[src/rtl/erx_frame_align.sv]
// eLink RX word aligner: finds the frame rising edge among 8 samples per clock, locks the
// sample offset and emits 64-bit words aligned to frame start with SOP, error and statistics.
`timescale 1ns / 1ps

module erx_frame_align #(
    parameter int unsigned CW = 16
) (
    input  logic          clk,
    input  logic          nreset,
    input  logic          en,
    input  logic [7:0]    frame_in,
    input  logic [63:0]   data_in,
    input  logic          clr_count,
    output logic [63:0]   data_out,
    output logic          valid_out,
    output logic          sop_out,
    output logic          locked,
    output logic [2:0]    align_offset,
    output logic          align_err,
    output logic [CW-1:0] frame_count,
    output logic [CW-1:0] err_count
);

    typedef enum logic {StIdle, StActive} state_e;

    state_e state_q, state_d;

    logic [7:0]   s1_frame;
    logic [63:0]  s1_data;
    logic         s2_last;

    logic [127:0] win;
    logic [15:0]  fwin;
    logic [7:0]   rise;
    logic         edge_found;
    logic [2:0]   edge_p;
    logic [2:0]   sel_p;
    logic [63:0]  word;
    logic [7:0]   fpat;
    logic         emit;
    logic         emit_sop;
    logic         flag_err;

    assign win  = {data_in, s1_data};
    assign fwin = {frame_in, s1_frame};

    // Sample 0 of the previous cycle takes its predecessor from two cycles back.
    assign rise = s1_frame & ~{s1_frame[6:0], s2_last};

    always_comb begin
        edge_found = 1'b0;
        edge_p     = 3'd0;
        for (int i = 7; i >= 0; i--) begin
            if (rise[i]) begin
                edge_found = 1'b1;
                edge_p     = 3'(i);
            end
        end
    end

    assign sel_p  = (state_q == StActive) ? align_offset : edge_p;
    assign word   = win[{sel_p, 3'b000} +: 64];
    assign fpat   = fwin[sel_p +: 8];
    assign locked = (state_q == StActive);

    // All-ones history so a frame already high at reset/enable never looks like a rising edge.
    always_ff @(posedge clk or negedge nreset) begin
        if (!nreset) begin
            s1_frame <= 8'hFF;
            s2_last  <= 1'b1;
            s1_data  <= 64'd0;
        end else if (!en) begin
            s1_frame <= 8'hFF;
            s2_last  <= 1'b1;
            s1_data  <= 64'd0;
        end else begin
            s2_last  <= s1_frame[7];
            s1_frame <= frame_in;
            s1_data  <= data_in;
        end
    end

    always_ff @(posedge clk or negedge nreset) begin
        if (!nreset) begin
            state_q <= StIdle;
        end else begin
            state_q <= state_d;
        end
    end

    always_comb begin
        state_d = state_q;
        if (!en) begin
            state_d = StIdle;
        end else begin
            unique case (state_q)
                StIdle:   if (edge_found && fpat == 8'hFF) state_d = StActive;
                StActive: if (fpat != 8'hFF) state_d = StIdle;
                default:  state_d = StIdle;
            endcase
        end
    end

    always_comb begin
        emit     = 1'b0;
        emit_sop = 1'b0;
        flag_err = 1'b0;
        if (en) begin
            unique case (state_q)
                StIdle: begin
                    if (edge_found) begin
                        if (fpat == 8'hFF) begin
                            emit     = 1'b1;
                            emit_sop = 1'b1;
                        end else begin
                            flag_err = 1'b1;
                        end
                    end
                end
                StActive: begin
                    if (fpat == 8'hFF) begin
                        emit = 1'b1;
                    end else if (fpat != 8'h00) begin
                        flag_err = 1'b1;
                    end
                end
                default: ;
            endcase
        end
    end

    always_ff @(posedge clk or negedge nreset) begin
        if (!nreset) begin
            data_out     <= 64'd0;
            valid_out    <= 1'b0;
            sop_out      <= 1'b0;
            align_err    <= 1'b0;
            align_offset <= 3'd0;
        end else begin
            valid_out <= emit;
            sop_out   <= emit_sop;
            align_err <= flag_err;
            if (emit) begin
                data_out <= word;
            end
            if (emit_sop) begin
                align_offset <= sel_p;
            end
        end
    end

    // Saturating statistics; a clear beats a coincident increment.
    always_ff @(posedge clk or negedge nreset) begin
        if (!nreset) begin
            frame_count <= '0;
            err_count   <= '0;
        end else if (clr_count) begin
            frame_count <= '0;
            err_count   <= '0;
        end else begin
            if (emit_sop && frame_count != '1) begin
                frame_count <= frame_count + CW'(1);
            end
            if (flag_err && err_count != '1) begin
                err_count <= err_count + CW'(1);
            end
        end
    end

endmodule

[config.mk]
export PLATFORM = sky130hd
export DESIGN_NAME = erx_frame_align
export DESIGN_NICKNAME = d
export VERILOG_FILES = /design/src/rtl/erx_frame_align.sv
export SDC_FILE = /design/constraint.sdc
export NUM_CORES = 1
export LEC_CHECK = 0
export ABC_CLOCK_PERIOD_IN_PS = 3450
export CAP_MARGIN = 15
export CORE_UTILIZATION = 49
export CTS_CLUSTER_SIZE = 14
export DETAILED_ROUTE_END_ITERATION = 16
export PLACE_DENSITY = 0.76
export REMOVE_ABC_BUFFERS = 1
export SYNTH_ARGS = -nofsm -noshare
export SYNTH_HDL_FRONTEND = slang
export SYNTH_SLANG_ARGS = --single-unit
[constraint.sdc]
create_clock -name clk -period 3.45 [get_ports clk]
set_input_delay 0.345 -clock clk [delete_from_list [all_inputs] [get_ports clk]]
set_output_delay 0.345 -clock clk [all_outputs]
set_load 0.01 [all_outputs]
==> key figures <==
Placed design
  – DP Wirelength: 17.7 mm
  – Placer Congestion: 0.919
  – I/O Buffers: 178
  – Place WS: 0.0406 ns
  – Post-placement cell count: 1505

STA
  – Final min period: 3.42 ns
  – Setup tns final: 0 ns
  – Fin crit share: 99.1%
  – Final number of hold-violating endpoints: 0
  – RSZ-0062 raised after global routing: true
  – Final WS setup: 0.0323 ns
  – Slew HR: 36.0%
  – Setup Skew: 0.0110 ns
  – Setup violators final: 0
  – Pins Over Slew Limit: 0
  – Slew @ Worst Pin: 0.956 ns
  – Fmax: 293 MHz

Routing
  – Initial DRC Count: 621
  – Avg WL per Cell: 17.3 um
  – Via density: 5.72
  – Max layer used: met5
  – Routed WL: 26.7 mm
  – Met2 routed WL: 12.9 mm
  – DRT antenna net count: 0
  – # DRC: 0
  – Via count: 8834
  – Met3 wire len: 1.73 mm
  – DRT Pass-1 Iters: 5
  – WL met1: 11.6 mm

Layout
  – Layout cells sized above 1: 10.0%
  – Core Util, Final: 64.0%
  – Area Overhead vs Synth: 28.0%
  – Final nets: 1339
  – Ant diodes: 0
  – # fillers: 1739
  – Final Non-Filler Cells: 1544

Floorplan
  – Top-level I/O count: 179
  – Die Span X: 146 um
  – Core ar.: 20300 sq um
  – Initial Util: 50.0%
  – Die Footprint: 21300 sq um
  – Die Y: 146 um
  – Num rows: 52

Setup path
  – Critical Path Source Type: flip-flop
  – Worst-path fanout max: 8
  – WP data required: 3.76 ns
  – Critical path capture point type: flip-flop
  – Slowest cell on crit path: dfstp_2
  – Worst Path Arrival: 3.73 ns
  – CP top delay family: compound AO/OA/AOI/OAI gates
  – Crit path buffers/inverters: 0
  – WS Path Type: reg2reg
  – Crit-path cells: and2b_1, o221ai_4, o21a_4, mux4_2, nor3_2, o31ai_1, a2111o_1, and3_2, and3_1, mux2_2
  – Max incr delay on CP: 0.60 ns

Power
  – Power Internal: 4750 uW
  – Pleak: 0.00567 uW
  – PD cells: 528 nW/um^2
  – Switching share of power: 30.9%
  – Pwr Total: 6870 uW
  – Clock power share: 30.0%
  – Switching pwr: 2120 uW
  – Seq pwr share: 37.8%
  – Max IR drop VDD: 0.402 mV
  – Combinational power share: 32.2%

Yosys
  – Yosys Warn Count: 0
  – Dominant cell type by area after synthesis: dfrtp_1
  – Most common cell in the netlist: nand2_1
  – Synth Instances: 1109
  – Netlist Area Pre-Place: 10200 sq um
  – Top cell types by occurrence after synthesis: nand2_1 (186), dfrtp_1 (166), mux2i_1 (112)
  – Count of cell types in the netlist: 60
  – Yosys top cell area share: 40.9%
  – Biggest area contributors in the synthesized netlist: dfrtp_1 (41%), mux2i_1 (11%), nand2_1 (6.9%)
  – Share of flip-flops with an asynchronous set or reset: 100%
  – Yosys reg bits: 175
  – Syn Area/Cell: 9.15 sq um
  – Sequential fraction of the synthesis area: 43.2%
  – Number of flops mapped to enable cells by yosys: 0
  – Synth Flop Type: dfrtp_1

Clock tree
  – Clk_lat worst skew: 0.43 ns
  – Clock transition at path regs: 0.07 ns
  – CTS sink cnt: 175
  – CTS tree: done
  – CTS Buffer Depth: 2
  – Clk root buf: clkbuf_16
  – CTS H-tree lvls: 4
  – Num CTS Buffers: 17

GRT
  – Total grt overflow: 0
  – First-pass GRT wire length: 43.6 mm
  – Largest net degree at the start of global routing: 79
  – Initial antenna violation count: 1
  – Total GRT Usage: 25.3%
  – Vias in the first global route: 8624

Flow run
  – Max Cap Violations: 0

Status
  – Run status: finished, final reports clean

Min path
  – HP Class: in2reg
==> through the flow <==
stage | cell area (sq um) | hold WS (ns)
6_report | 13000 | 0.173
5_1_grt | 13000 | 0.179
4_1_cts | 12900 | 0.163
3_5_place_dp | 12200 | 0.424
3_3_place_gp | 12200 | 0.431
2_1_floorplan | 9800 | 0.0494
==> final timing paths <==
kind | slack, ns | cells past startpoint | endpoint | start
min in group asynchronous | 0.50 | 2 | s1_data[42] | nreset
max reg2reg | 0.03 | 10 | err_count[8] | s1_frame[3]
max in group asynchronous | 1.87 | 3 | data_out[31] | nreset
min reg2reg | 0.48 | 2 | data_out[2] | data_out[2]
max | 0.03 | 10 | err_count[8] | s1_frame[3]
min | 0.17 | 2 | s1_frame[0] | en
==> power groups by stage <==
stage | Clock [uW] | Combinational [uW] | Sequential, uW
after global routing | 2180 | 2410 | 2640
after CTS | 2090 | 2180 | 2600
after detailed placement | 0 | 2170 | 2630
after global placement | 0 | 2130 | 2620
final | 2060 | 2210 | 2590
after floorplan | 0 | 1050 | 2730
==> area by class of cell <==
cell class | instances | area [sq um] | area share [%]
tap | 270 | 338 | 2.60
timing repair buffer | 218 | 2130 | 16.4
sequential | 175 | 4390 | 33.8
clock inverter | 10 | 159 | 1.22
inverter | 9 | 33.8 | 0.260
multi-input combinational | 840 | 5480 | 42.2
clock buffer | 22 | 464 | 3.57
==> per-layer routing <==
layer / GRT usage (%) / vias to the layer above
met2: 41.7 / 297
met5: 0 / -
li1: - / 4214
met3: 4.80 / 47
met4: 8.26 / 2
met1: 33.5 / 4274
==> cells by family (layout without fill, tap and decap cells) <==
| group | count (synthesis) | after routing | synth area share, % |
|---|---|---|---|
| mux | 132 | 132 | 13.6 |
| compound gates | 246 | 246 | 15.5 |
| flops | 175 | 175 | 43.2 |
| simple gates | 444 | 444 | 22.2 |
| xor+xnor | 16 | 16 | 1.38 |
| fa+ha+maj | 2 | 2 | 0.246 |
| buf+inv | 94 | 259 | 3.82 |
==> placed cells by master (no fill, tap or decap), types with 21 or more instances in the layout <==
cell	instances
a211oi_1	80
a21oi_1	68
and2_1	92
and3_1	37
buf_4	34
clkdlybuf4s50_1	176
dfrtp_1	166
mux2i_1	110
nand2_1	184
nand3_1	21
nor2_1	33
o21ai_0	64
==> sequential cells by signal, indices dropped and copies added, names as in the netlist <==
signal / count
sop_out: 1
err_count: 16
data_out: 64
align_offset: 3
s1_data: 64
s1_frame: 8
s2_last: 1
align_err: 1
locked: 1
frame_count: 16
==> timing repair <==
item / in CTS / in global routing
endpoints found under the hold margin: 66 / 0
gates resized for setup: 0 / 20
hold buffers: 1 / 0
setup buffers: 0 / 6
endpoints found under the setup margin: 0 / 76
(Power assumes the default switching activity.)
